**src/rtl/uart_tx_engine_if.sv**
```systemverilog
// Host-side bundle of the UART transmit engine: enqueue port, flow control, serial line and FIFO status.
interface uart_tx_engine_if #(
  parameter int DATA_BITS  = 8,
  parameter int FIFO_DEPTH = 8
);
  localparam int CW = $clog2(FIFO_DEPTH + 1);

  logic [DATA_BITS-1:0] Tx_Data;
  logic                 Write_En;
  logic                 CTS;
  logic                 Overflow_Clr;
  logic                 Tx;
  logic                 Tx_Busy;
  logic                 FIFO_Empty;
  logic                 FIFO_Full;
  logic                 FIFO_Overflow;
  logic [CW-1:0]        FIFO_Count;

  modport master (
    output Tx_Data, Write_En, CTS, Overflow_Clr,
    input  Tx, Tx_Busy, FIFO_Empty, FIFO_Full, FIFO_Overflow, FIFO_Count
  );

  modport slave (
    input  Tx_Data, Write_En, CTS, Overflow_Clr,
    output Tx, Tx_Busy, FIFO_Empty, FIFO_Full, FIFO_Overflow, FIFO_Count
  );
endinterface

```
**src/rtl/uart_tx_engine.sv**
```systemverilog
// FIFO-buffered UART transmitter; a write into an idle empty engine puts the start bit on Tx two edges later.
// Writes while full are dropped and flagged sticky; CTS gates only the start of each frame.
module uart_tx_engine #(
  parameter int SYSCLK_RATE = 100000000,
  parameter int BAUD_RATE   = 9600,
  parameter int DATA_BITS   = 8,
  parameter int PARITY_MODE = 1,
  parameter int STOP_BITS   = 2,
  parameter int FIFO_DEPTH  = 8
) (
  input logic             SysClk,
  input logic             Rst,
  uart_tx_engine_if.slave bus
);
  localparam int DIV   = SYSCLK_RATE / BAUD_RATE;
  localparam int CNT_W = (DIV > 2) ? $clog2(DIV) : 1;
  localparam int BIT_W = $clog2(DATA_BITS + 1);
  localparam int AW    = $clog2(FIFO_DEPTH);
  localparam int CW    = $clog2(FIFO_DEPTH + 1);

  if (DIV < 2 || DATA_BITS < 5 || DATA_BITS > 9 || PARITY_MODE < 0 || PARITY_MODE > 2 ||
      STOP_BITS < 1 || STOP_BITS > 2 || FIFO_DEPTH < 2 ||
      (FIFO_DEPTH & (FIFO_DEPTH - 1)) != 0) begin : g_bad_params
    $error("uart_tx_engine: illegal parameter combination");
  end

  typedef enum logic [2:0] {IDLE, START, DATA, PARITY, STOP} state_t;

  state_t               state, state_nxt;
  logic [CNT_W-1:0]     baud_cnt, baud_nxt;
  logic [BIT_W-1:0]     bit_cnt, bit_nxt;
  logic [DATA_BITS-1:0] shreg, shreg_nxt;
  logic                 par_r, par_nxt;
  logic                 tx_r, tx_nxt;
  logic                 pop;

  logic [DATA_BITS-1:0] mem [FIFO_DEPTH];
  logic [AW-1:0]        wr_ptr, rd_ptr;
  logic [CW-1:0]        count;
  logic                 ovf;
  logic                 empty, full, push, ovf_set, start_ok, bit_end;
  logic [DATA_BITS-1:0] head;

  assign empty    = (count == '0);
  assign full     = (count == CW'(FIFO_DEPTH));
  assign head     = mem[rd_ptr];
  assign start_ok = !empty && bus.CTS;
  assign bit_end  = (baud_cnt == CNT_W'(DIV - 1));
  // A pop on the same edge frees the slot, so a write to a full FIFO is still taken then.
  assign push     = bus.Write_En && (!full || pop);
  assign ovf_set  = bus.Write_En && full && !pop;

  always_ff @(posedge SysClk or negedge Rst) begin
    if (!Rst) begin
      wr_ptr <= '0;
      rd_ptr <= '0;
      count  <= '0;
      ovf    <= 1'b0;
    end else begin
      if (push) wr_ptr <= wr_ptr + AW'(1);
      if (pop)  rd_ptr <= rd_ptr + AW'(1);
      case ({push, pop})
        2'b10:   count <= count + CW'(1);
        2'b01:   count <= count - CW'(1);
        default: count <= count;
      endcase
      if (ovf_set)               ovf <= 1'b1;
      else if (bus.Overflow_Clr) ovf <= 1'b0;
    end
  end

  always_ff @(posedge SysClk) begin
    if (push) mem[wr_ptr] <= bus.Tx_Data;
  end

  always_ff @(posedge SysClk or negedge Rst) begin
    if (!Rst) begin
      state    <= IDLE;
      baud_cnt <= '0;
      bit_cnt  <= '0;
      shreg    <= '0;
      par_r    <= 1'b0;
      tx_r     <= 1'b1;
    end else begin
      state    <= state_nxt;
      baud_cnt <= baud_nxt;
      bit_cnt  <= bit_nxt;
      shreg    <= shreg_nxt;
      par_r    <= par_nxt;
      tx_r     <= tx_nxt;
    end
  end

  always_comb begin
    state_nxt = state;
    baud_nxt  = bit_end ? '0 : baud_cnt + CNT_W'(1);
    bit_nxt   = bit_cnt;
    shreg_nxt = shreg;
    par_nxt   = par_r;
    tx_nxt    = tx_r;
    pop       = 1'b0;
    case (state)
      IDLE: begin
        baud_nxt = '0;
        if (start_ok) begin
          pop       = 1'b1;
          shreg_nxt = head;
          par_nxt   = (^head) ^ (PARITY_MODE == 2);
          state_nxt = START;
          tx_nxt    = 1'b0;
        end
      end
      START: begin
        if (bit_end) begin
          state_nxt = DATA;
          bit_nxt   = '0;
          tx_nxt    = shreg[0];
          shreg_nxt = shreg >> 1;
        end
      end
      DATA: begin
        if (bit_end) begin
          if (bit_cnt == BIT_W'(DATA_BITS - 1)) begin
            bit_nxt = '0;
            if (PARITY_MODE != 0) begin
              state_nxt = PARITY;
              tx_nxt    = par_r;
            end else begin
              state_nxt = STOP;
              tx_nxt    = 1'b1;
            end
          end else begin
            bit_nxt   = bit_cnt + BIT_W'(1);
            tx_nxt    = shreg[0];
            shreg_nxt = shreg >> 1;
          end
        end
      end
      PARITY: begin
        if (bit_end) begin
          state_nxt = STOP;
          bit_nxt   = '0;
          tx_nxt    = 1'b1;
        end
      end
      STOP: begin
        if (bit_end) begin
          if (bit_cnt == BIT_W'(STOP_BITS - 1)) begin
            bit_nxt = '0;
            // Chain straight into the next frame when more data is waiting.
            if (start_ok) begin
              pop       = 1'b1;
              shreg_nxt = head;
              par_nxt   = (^head) ^ (PARITY_MODE == 2);
              state_nxt = START;
              tx_nxt    = 1'b0;
            end else begin
              state_nxt = IDLE;
              tx_nxt    = 1'b1;
            end
          end else begin
            bit_nxt = bit_cnt + BIT_W'(1);
          end
        end
      end
      default: begin
        state_nxt = IDLE;
        tx_nxt    = 1'b1;
      end
    endcase
  end

  assign bus.Tx            = tx_r;
  assign bus.Tx_Busy       = (state != IDLE);
  assign bus.FIFO_Empty    = empty;
  assign bus.FIFO_Full     = full;
  assign bus.FIFO_Overflow = ovf;
  assign bus.FIFO_Count    = count;
endmodule

```
**src/flat_wrapper.sv**
```systemverilog
// flat-port wrapper written by rule: the top's interface ports become plain ports
module uart_tx_engine_flat 
#(
  parameter int SYSCLK_RATE = 100000000,
  parameter int BAUD_RATE   = 9600,
  parameter int DATA_BITS   = 8,
  parameter int PARITY_MODE = 1,
  parameter int STOP_BITS   = 2,
  parameter int FIFO_DEPTH  = 8
)
  (SysClk, Rst, bus_Tx_Data, bus_Write_En, bus_CTS, bus_Overflow_Clr, bus_Tx, bus_Tx_Busy, bus_FIFO_Empty, bus_FIFO_Full, bus_FIFO_Overflow, bus_FIFO_Count);
  uart_tx_engine_if #(.DATA_BITS(DATA_BITS), .FIFO_DEPTH(FIFO_DEPTH)) bus_i ();
  input logic SysClk;
  input logic Rst;
  input wire logic [$bits(bus_i.Tx_Data)-1:0] bus_Tx_Data;
  input wire logic [$bits(bus_i.Write_En)-1:0] bus_Write_En;
  input wire logic [$bits(bus_i.CTS)-1:0] bus_CTS;
  input wire logic [$bits(bus_i.Overflow_Clr)-1:0] bus_Overflow_Clr;
  output wire logic [$bits(bus_i.Tx)-1:0] bus_Tx;
  output wire logic [$bits(bus_i.Tx_Busy)-1:0] bus_Tx_Busy;
  output wire logic [$bits(bus_i.FIFO_Empty)-1:0] bus_FIFO_Empty;
  output wire logic [$bits(bus_i.FIFO_Full)-1:0] bus_FIFO_Full;
  output wire logic [$bits(bus_i.FIFO_Overflow)-1:0] bus_FIFO_Overflow;
  output wire logic [$bits(bus_i.FIFO_Count)-1:0] bus_FIFO_Count;
  assign bus_i.Tx_Data = bus_Tx_Data;
  assign bus_i.Write_En = bus_Write_En;
  assign bus_i.CTS = bus_CTS;
  assign bus_i.Overflow_Clr = bus_Overflow_Clr;
  assign bus_Tx = bus_i.Tx;
  assign bus_Tx_Busy = bus_i.Tx_Busy;
  assign bus_FIFO_Empty = bus_i.FIFO_Empty;
  assign bus_FIFO_Full = bus_i.FIFO_Full;
  assign bus_FIFO_Overflow = bus_i.FIFO_Overflow;
  assign bus_FIFO_Count = bus_i.FIFO_Count;
  uart_tx_engine #(.SYSCLK_RATE(SYSCLK_RATE), .BAUD_RATE(BAUD_RATE), .DATA_BITS(DATA_BITS), .PARITY_MODE(PARITY_MODE), .STOP_BITS(STOP_BITS), .FIFO_DEPTH(FIFO_DEPTH)) u_core (.SysClk(SysClk), .Rst(Rst), .bus(bus_i));
endmodule
```
**config.mk**
```make
export PLATFORM = sky130hd
export DESIGN_NAME = uart_tx_engine_flat
export DESIGN_NICKNAME = d
export VERILOG_FILES = /design/src/rtl/uart_tx_engine_if.sv /design/src/rtl/uart_tx_engine.sv /design/src/flat_wrapper.sv
export SDC_FILE = /design/constraint.sdc
export NUM_CORES = 1
export LEC_CHECK = 0
export ABC_AREA = 1
export CAP_MARGIN = 5
export CORE_ASPECT_RATIO = 0.6
export CORE_UTILIZATION = 61
export DETAILED_ROUTE_END_ITERATION = 7
export PLACE_DENSITY = 0.86
export SYNTH_ARGS = -nofsm -noshare
export SYNTH_HDL_FRONTEND = slang
export SYNTH_SLANG_ARGS = --single-unit
```
**constraint.sdc**
```tcl
create_clock -name SysClk -period 3.1 [get_ports SysClk]
set_input_delay 0.62 -clock SysClk [delete_from_list [all_inputs] [get_ports SysClk]]
set_output_delay 0.62 -clock SysClk [all_outputs]
set_load 0.03 [all_outputs]
```
## Yosys cells after proc, flatten, opt, wreduce, memory -nomap -nowiden

Memories as Yosys holds them, arrays and structs flattened.
Index checks and enable logic that the tools add are counted.

- Add/subtract/negate cells: 6
- Eq/ne operators: 19
- Multiplexer cells: 46
- Reductions and logical operators: 23

Operator list:

| operator | number |
|---|---|
| 8-bit two-way mux | 6 |
| 8-bit case mux with 4 select lines | 1 |
| 14-bit two-way mux | 2 |
| 3-bit two-way mux | 7 |
| 4-bit two-way mux | 5 |
| 1-bit two-way mux | 19 |
| 2-bit by 1-bit inequality test with 1-bit output, second input constant | 8 |
| 3-bit case mux with 5 select lines | 1 |
| 14-bit by 1-bit adder with 14-bit output, second input constant | 1 |
| 14-bit equality test, second input constant | 1 |
| 4-bit case mux with 3 select lines | 1 |
| 6-bit AND reduction | 2 |
| 4-bit by 1-bit adder with 4-bit output, second input constant | 2 |
| 4-bit case mux with 2 select lines | 1 |
| 8-bit parity | 1 |
| 7-bit AND reduction | 1 |
| 3-bit by 1-bit adder with 3-bit output, second input constant | 2 |
| 3-bit by 2-bit equality test with 1-bit output, second input constant | 2 |
| 2-bit nonzero test | 3 |
| 3-bit nonzero test | 2 |
| 1-bit case mux with 5 select lines | 1 |
| 4-bit by 1-bit equality test with 1-bit output, second input constant | 1 |
| 4-bit by 3-bit equality test with 1-bit output, second input constant | 1 |
| 4-bit equality test, second input constant | 1 |
| other kinds (16) | 22 |

- Word-level logic and storage cells: 105
- Output and inout port bits: 9
- Memories kept: 1
- Input bits: 13
- Bits in registers: 42
- Bits in writable memories: 64

Memories:

| name | depth | width | read ports | clocked after Yosys merged registers in | write ports | RTL line | RTL |
|---|---|---|---|---|---|---|---|
| u_core.mem | 8 | 8 | 1 | 0 | 1 | uart_tx_engine.sv:37 | `logic [DATA_BITS-1:0] mem [FIFO_DEPTH];` |

## Depth between registers and ports, before layout

- Depth after elaboration: 11
- Gate-level depth with buffers: 16
- Gate-level depth less buffers: 15

## Least setup slack after synthesis

OpenSTA, ideal clock, no wires.

- Kind: register to register
- Start: reg u_core.count[0] (netlist: u_core.bus.FIFO_Count[0])
- End: mem u_core.mem[4][0] (enable)
- Data required time: 2.730 ns
- Path slack: 0.831 ns
- Cell stages (with the launch flop): 9
- Arrival time: 1.898 ns
- Path through: dfrtp_1 > nor3_1 > a21boi_2 > nand2_1 > nor2_2 > nand2_4 > a21oi_4 > nand2_1 > nor2_1

- Longest elaborated chain between the ends: 11
- Elaborated cells on any way between the ends: 13
- Those cells by class: eq/ne (1); mux (6); reduce/logical (6)

Ends and longest elaborated chain:

| item | RTL line | RTL |
|---|---|---|
| from (decl) | uart_tx_engine.sv:39 | `logic [CW-1:0] count;` |
| from (signal assigned) | uart_tx_engine.sv:63 | `2'b10: count <= count + CW'(1);` |
| from (signal assigned) | uart_tx_engine.sv:64 | `2'b01: count <= count - CW'(1);` |
| from (signal assigned) | uart_tx_engine.sv:65 | `default: count <= count;` |
| 4-bit logical NOT | uart_tx_engine.sv:44 | `assign empty = (count == '0);` |
| 1-bit logical NOT | uart_tx_engine.sv:47 | `assign start_ok = !empty && bus.CTS;` |
| 1-bit logical AND | uart_tx_engine.sv:47 |  |
| 1-bit two-way mux | uart_tx_engine.sv:105, uart_tx_engine.sv:151 |  |
| 1-bit two-way mux | uart_tx_engine.sv:148 | `if (bit_cnt == BIT_W'(STOP_BITS - 1)) begin` |
| 1-bit two-way mux | uart_tx_engine.sv:147 | `if (bit_end) begin` |
| 1-bit case mux with 2 select lines | uart_tx_engine.sv:102 | `case (state)` |
| 1-bit logical OR (*) | uart_tx_engine.sv:50 | `assign push = bus.Write_En && (!full \|\| pop);` |
| 1-bit logical AND (*) | uart_tx_engine.sv:50 |  |
| 1-bit two-way mux (*) | uart_tx_engine.sv:73 | `if (push) mem[wr_ptr] <= bus.Tx_Data;` |
| 1-bit two-way mux (not written as such) (*) | uart_tx_engine.sv:73 |  |
| to (decl) | uart_tx_engine.sv:37 |  |

Every way passes the cells marked *; elsewhere a longest branch is shown, timed or not.

## Worst setup path in the final report

- Start: reg u_core.count[0] (netlist: u_core.bus.FIFO_Count[0])
- End: out bus_FIFO_Full

- Longest elaborated chain between the ends: 1

Ends and longest elaborated chain:

| item | RTL line | RTL |
|---|---|---|
| 4-bit equality test | uart_tx_engine.sv:45 | `assign full = (count == CW'(FIFO_DEPTH));` |
| to (decl) | flat_wrapper.sv:22 | `output wire logic [$bits(bus_i.FIFO_Full)-1:0] bus_FIFO_Full;` |

Every way passes these cells.

==> impl_metrics.py <==
metrics = {
    "sta": {
        "hold_slack_ps": 418,
        "finalHoldViolCount": 0,
        "min_period_ps": 2860,
        "worst_pin_slew_ps": 949,
        "slew_viol_final": 0,
        "fin_crit_sh_pct": 92.2,
        "slew_headroom_pct": 36.8,
        "max_freq_mhz": 350,
        "rsz0062_at_grt": "false",
        "tns_ps": 0,
        "setup_violations": 0,
        "skew_ps": 9.24,
    },
    "die": {
        "die_area_um2": 8990,
        "die_w_um": 122,
        "die_h_um": 73.9,
        "initial_core_util_pct": 64.8,
        "placementRows": 25,
        "io_pins": 22,
        "core_um2": 8100,
    },
    "cells_and_area": {
        "final_area_um2": 5870,
        "fill_cells": 551,
        "diodes": 0,
        "drive_above_1_share_pct": 7.67,
        "multi_input_area_um2": 1860,
        "nets": 666,
        "utilization_pct": 72.5,
        "syn_to_final_growth_pct": 11.8,
        "seqCellArea_um2": 2970,
    },
    "logic_synthesis": {
        "ys.flop_type": "edfxtp_1",
        "ys_top_cells_by_area": "edfxtp_1 37%, dfrtp_1 20%, nand2_1 15%",
        "yosys_warnings": 0,
        "postSynthAreaPerCell_um2": 8.48,
        "synth-async-reset-ratio_pct": 39.6,
        "post_synth_instance_area_um2": 5250,
        "synth_fp_nets": 638,
        "yosysTopAreaCellShare_pct": 36.6,
        "postSynthCellCount": 619,
        "synth_edf_count": 64,
        "synth_cell_types": 32,
        "synth.largest_area_cell": "edfxtp_1",
        "yosysSeqAreaShare_pct": 56.6,
        "synth_common_cells": "215 x nand2_1, 82 x inv_1, 64 x edfxtp_1",
        "ys_ff_latch": 106,
        "synth_most_common_cell": "nand2_1",
    },
    "drt": {
        "post-route-drc-count": 0,
        "viasPerCell": 5.56,
        "finalWirelength_mm": 12.1,
        "antenna_left": 0,
        "drtIter0Drc": 629,
        "vias": 4227,
        "drt-pass1-iter-count": 6,
        "wl_per_cell_um": 15.9,
    },
    "critical_path": {
        "crit_arrival_ps": 2240,
        "critPathRequiredTime_ps": 2480,
        "worstPathMaxFanout": 5,
        "worst_setup_path_end_kind": "primary output",
        "critPathKind": "register to primary output",
        "cp-start-kind": "register",
        "cp-startpoint": "u_core.bus.FIFO_Count[0]$_DFFE_PN0P_",
        "worstReg2RegStart": "u_core.baud_cnt[0]$_DFF_PN0_",
    },
    "hold_path": {
        "hold_path.class": "input pin to asynchronous set/reset pin",
    },
    "power_and_ir_drop": {
        "power.density_nw_per_um2": 1010,
        "peakVddDrop_v": 0.000641,
        "p_leak_uw": 0.00279,
    },
    "run": {
        "maxCapViolCount": 0,
    },
    "clocking": {
        "numCtsBuffers": 9,
        "cts.reportedPaths.clkPinSlew_ps": 70,
        "htreeDepth": 3,
        "clk_latency_ps": 350,
        "cts_hold_buf": 0,
        "cts_buffer_depth": 2,
        "cts_resized": 0,
        "cts.sinks": 106,
        "root_buffer": "clkbuf_16",
        "cts_setup_buffers": 0,
        "cts_tree": "done",
    },
    "place": {
        "postPlaceCellArea_um2": 5600,
        "port_buffers": 21,
        "dp_hpwl_mm": 8.63,
        "gp_congestion": 0.919,
    },
    "global_route": {
        "grt.overflow.total": 0,
        "grt_start_max_net_pins": 43,
        "grt_usage_pct": 29.4,
        "grt_pass1_vias": 3851,
        "grt_pass1_wl_mm": 19.3,
        "grt_antenna_before_repair": 0,
    },
    "run_status": {
        "status": "finished, final reports clean",
    },
}
stage by stage:
step | setup WS (ps) | std cells | total power, uW
finish | 243 | 760 | 5910
global route | 97.2 | 760 | 6360
CTS | 251 | 760 | 5860
detailed placement | 368 | 744 | 4790
global placement | 476 | 744 | 4680
floorplan | 831 | 619 | 4020
critical path, stage by stage (launching register included):
cell and delay (ps):
dfrtp_1 440, nor3_1 340, inv_1 140, nor2_2 250
clkdlybuf4s50_1 720
registers in the layout (all words and copies together), names as in the netlist:
signal and cells:
u_core.baud_cnt 14, u_core.mem 64, u_core.wr_ptr 3, u_core.shreg 8, u_core.bus.Tx 1, u_core.bit_cnt 4
u_core.state 3, u_core.par_r 1, u_core.bus.FIFO_Count 4, u_core.rd_ptr 3, u_core.bus.FIFO_Overflow 1
per-layer routing:
metal | track usage (%) | vias to the layer above | share of wire, %
met2 | 42.0 | 235 | 42
li1 | - | 2027 | -
met4 | 8.92 | 0 | 0.93
met1 | 42.5 | 1947 | 45
met5 | 0 | - | 0
met3 | 9.70 | 18 | 12
final timing paths:
| check | to | slack, ps | cells after the start |
|---|---|---|---|
| worst min register to register | u_core.baud_cnt[0]$_DFF_PN0_ | 460 | 1 |
| min in group SysClk | u_core.baud_cnt[0]$_DFF_PN0_ | 460 | 1 |
| worst max register to register | u_core.mem[7][3]$_DFFE_PP_ | 680 | 10 |
| worst max-delay path | bus_FIFO_Full | 240 | 4 |
| worst min-delay path | u_core.shreg[5]$_DFFE_PN0P_ | 420 | 1 |
| max in group asynchronous | u_core.shreg[0]$_DFFE_PN0P_ | 2090 | 1 |
cell type report:
class	instances	share of cell area [%]
Tap cell	108	2.30
Timing Repair Buffer	32	4.90
Multi-Input combinational cell	405	31.6
Sequential cell	106	50.6
Inverter	93	5.95
Clock buffer	10	3.90
Clock inverter	6	0.703
cells by family (layout without fill, tap and decap cells):
logic type               after synthesis  after routing  share of synthesized area (%)
AND/OR/NAND/NOR                      337            337                           26.6
buffers and inverters                108            141                           8.01
flip-flops                           106            106                           56.6
AO/OA/AOI/OAI                         52             52                           5.60
XOR/XNOR                              10             10                           1.67
adder cells (fa/ha/maj)                6              6                           1.43
where the power goes:
group	total (uW)	switching [uW]	leakage [uW]	internal, uW
Sequential	2010	185	0.00112	1820
Clock	1050	501	0.000127	546
Combinational	2860	1980	0.00154	873
Total	5910	2670	0.00279	3240
placed cells by master (no fill, tap or decap), types with 9 or more instances in the layout:
master           instances
a21oi_1                 19
buf_4                   11
clkbuf_16                9
clkdlybuf4s50_1         20
dfrtp_1                 41
edfxtp_1                64
inv_1                   82
inv_2                   11
nand2_1                215
nand3_1                 53
nor2_1                  44
nor3_1                   9
o21ai_0                 21
xor2_1                   9
Power figures use the tool's default switching activity.
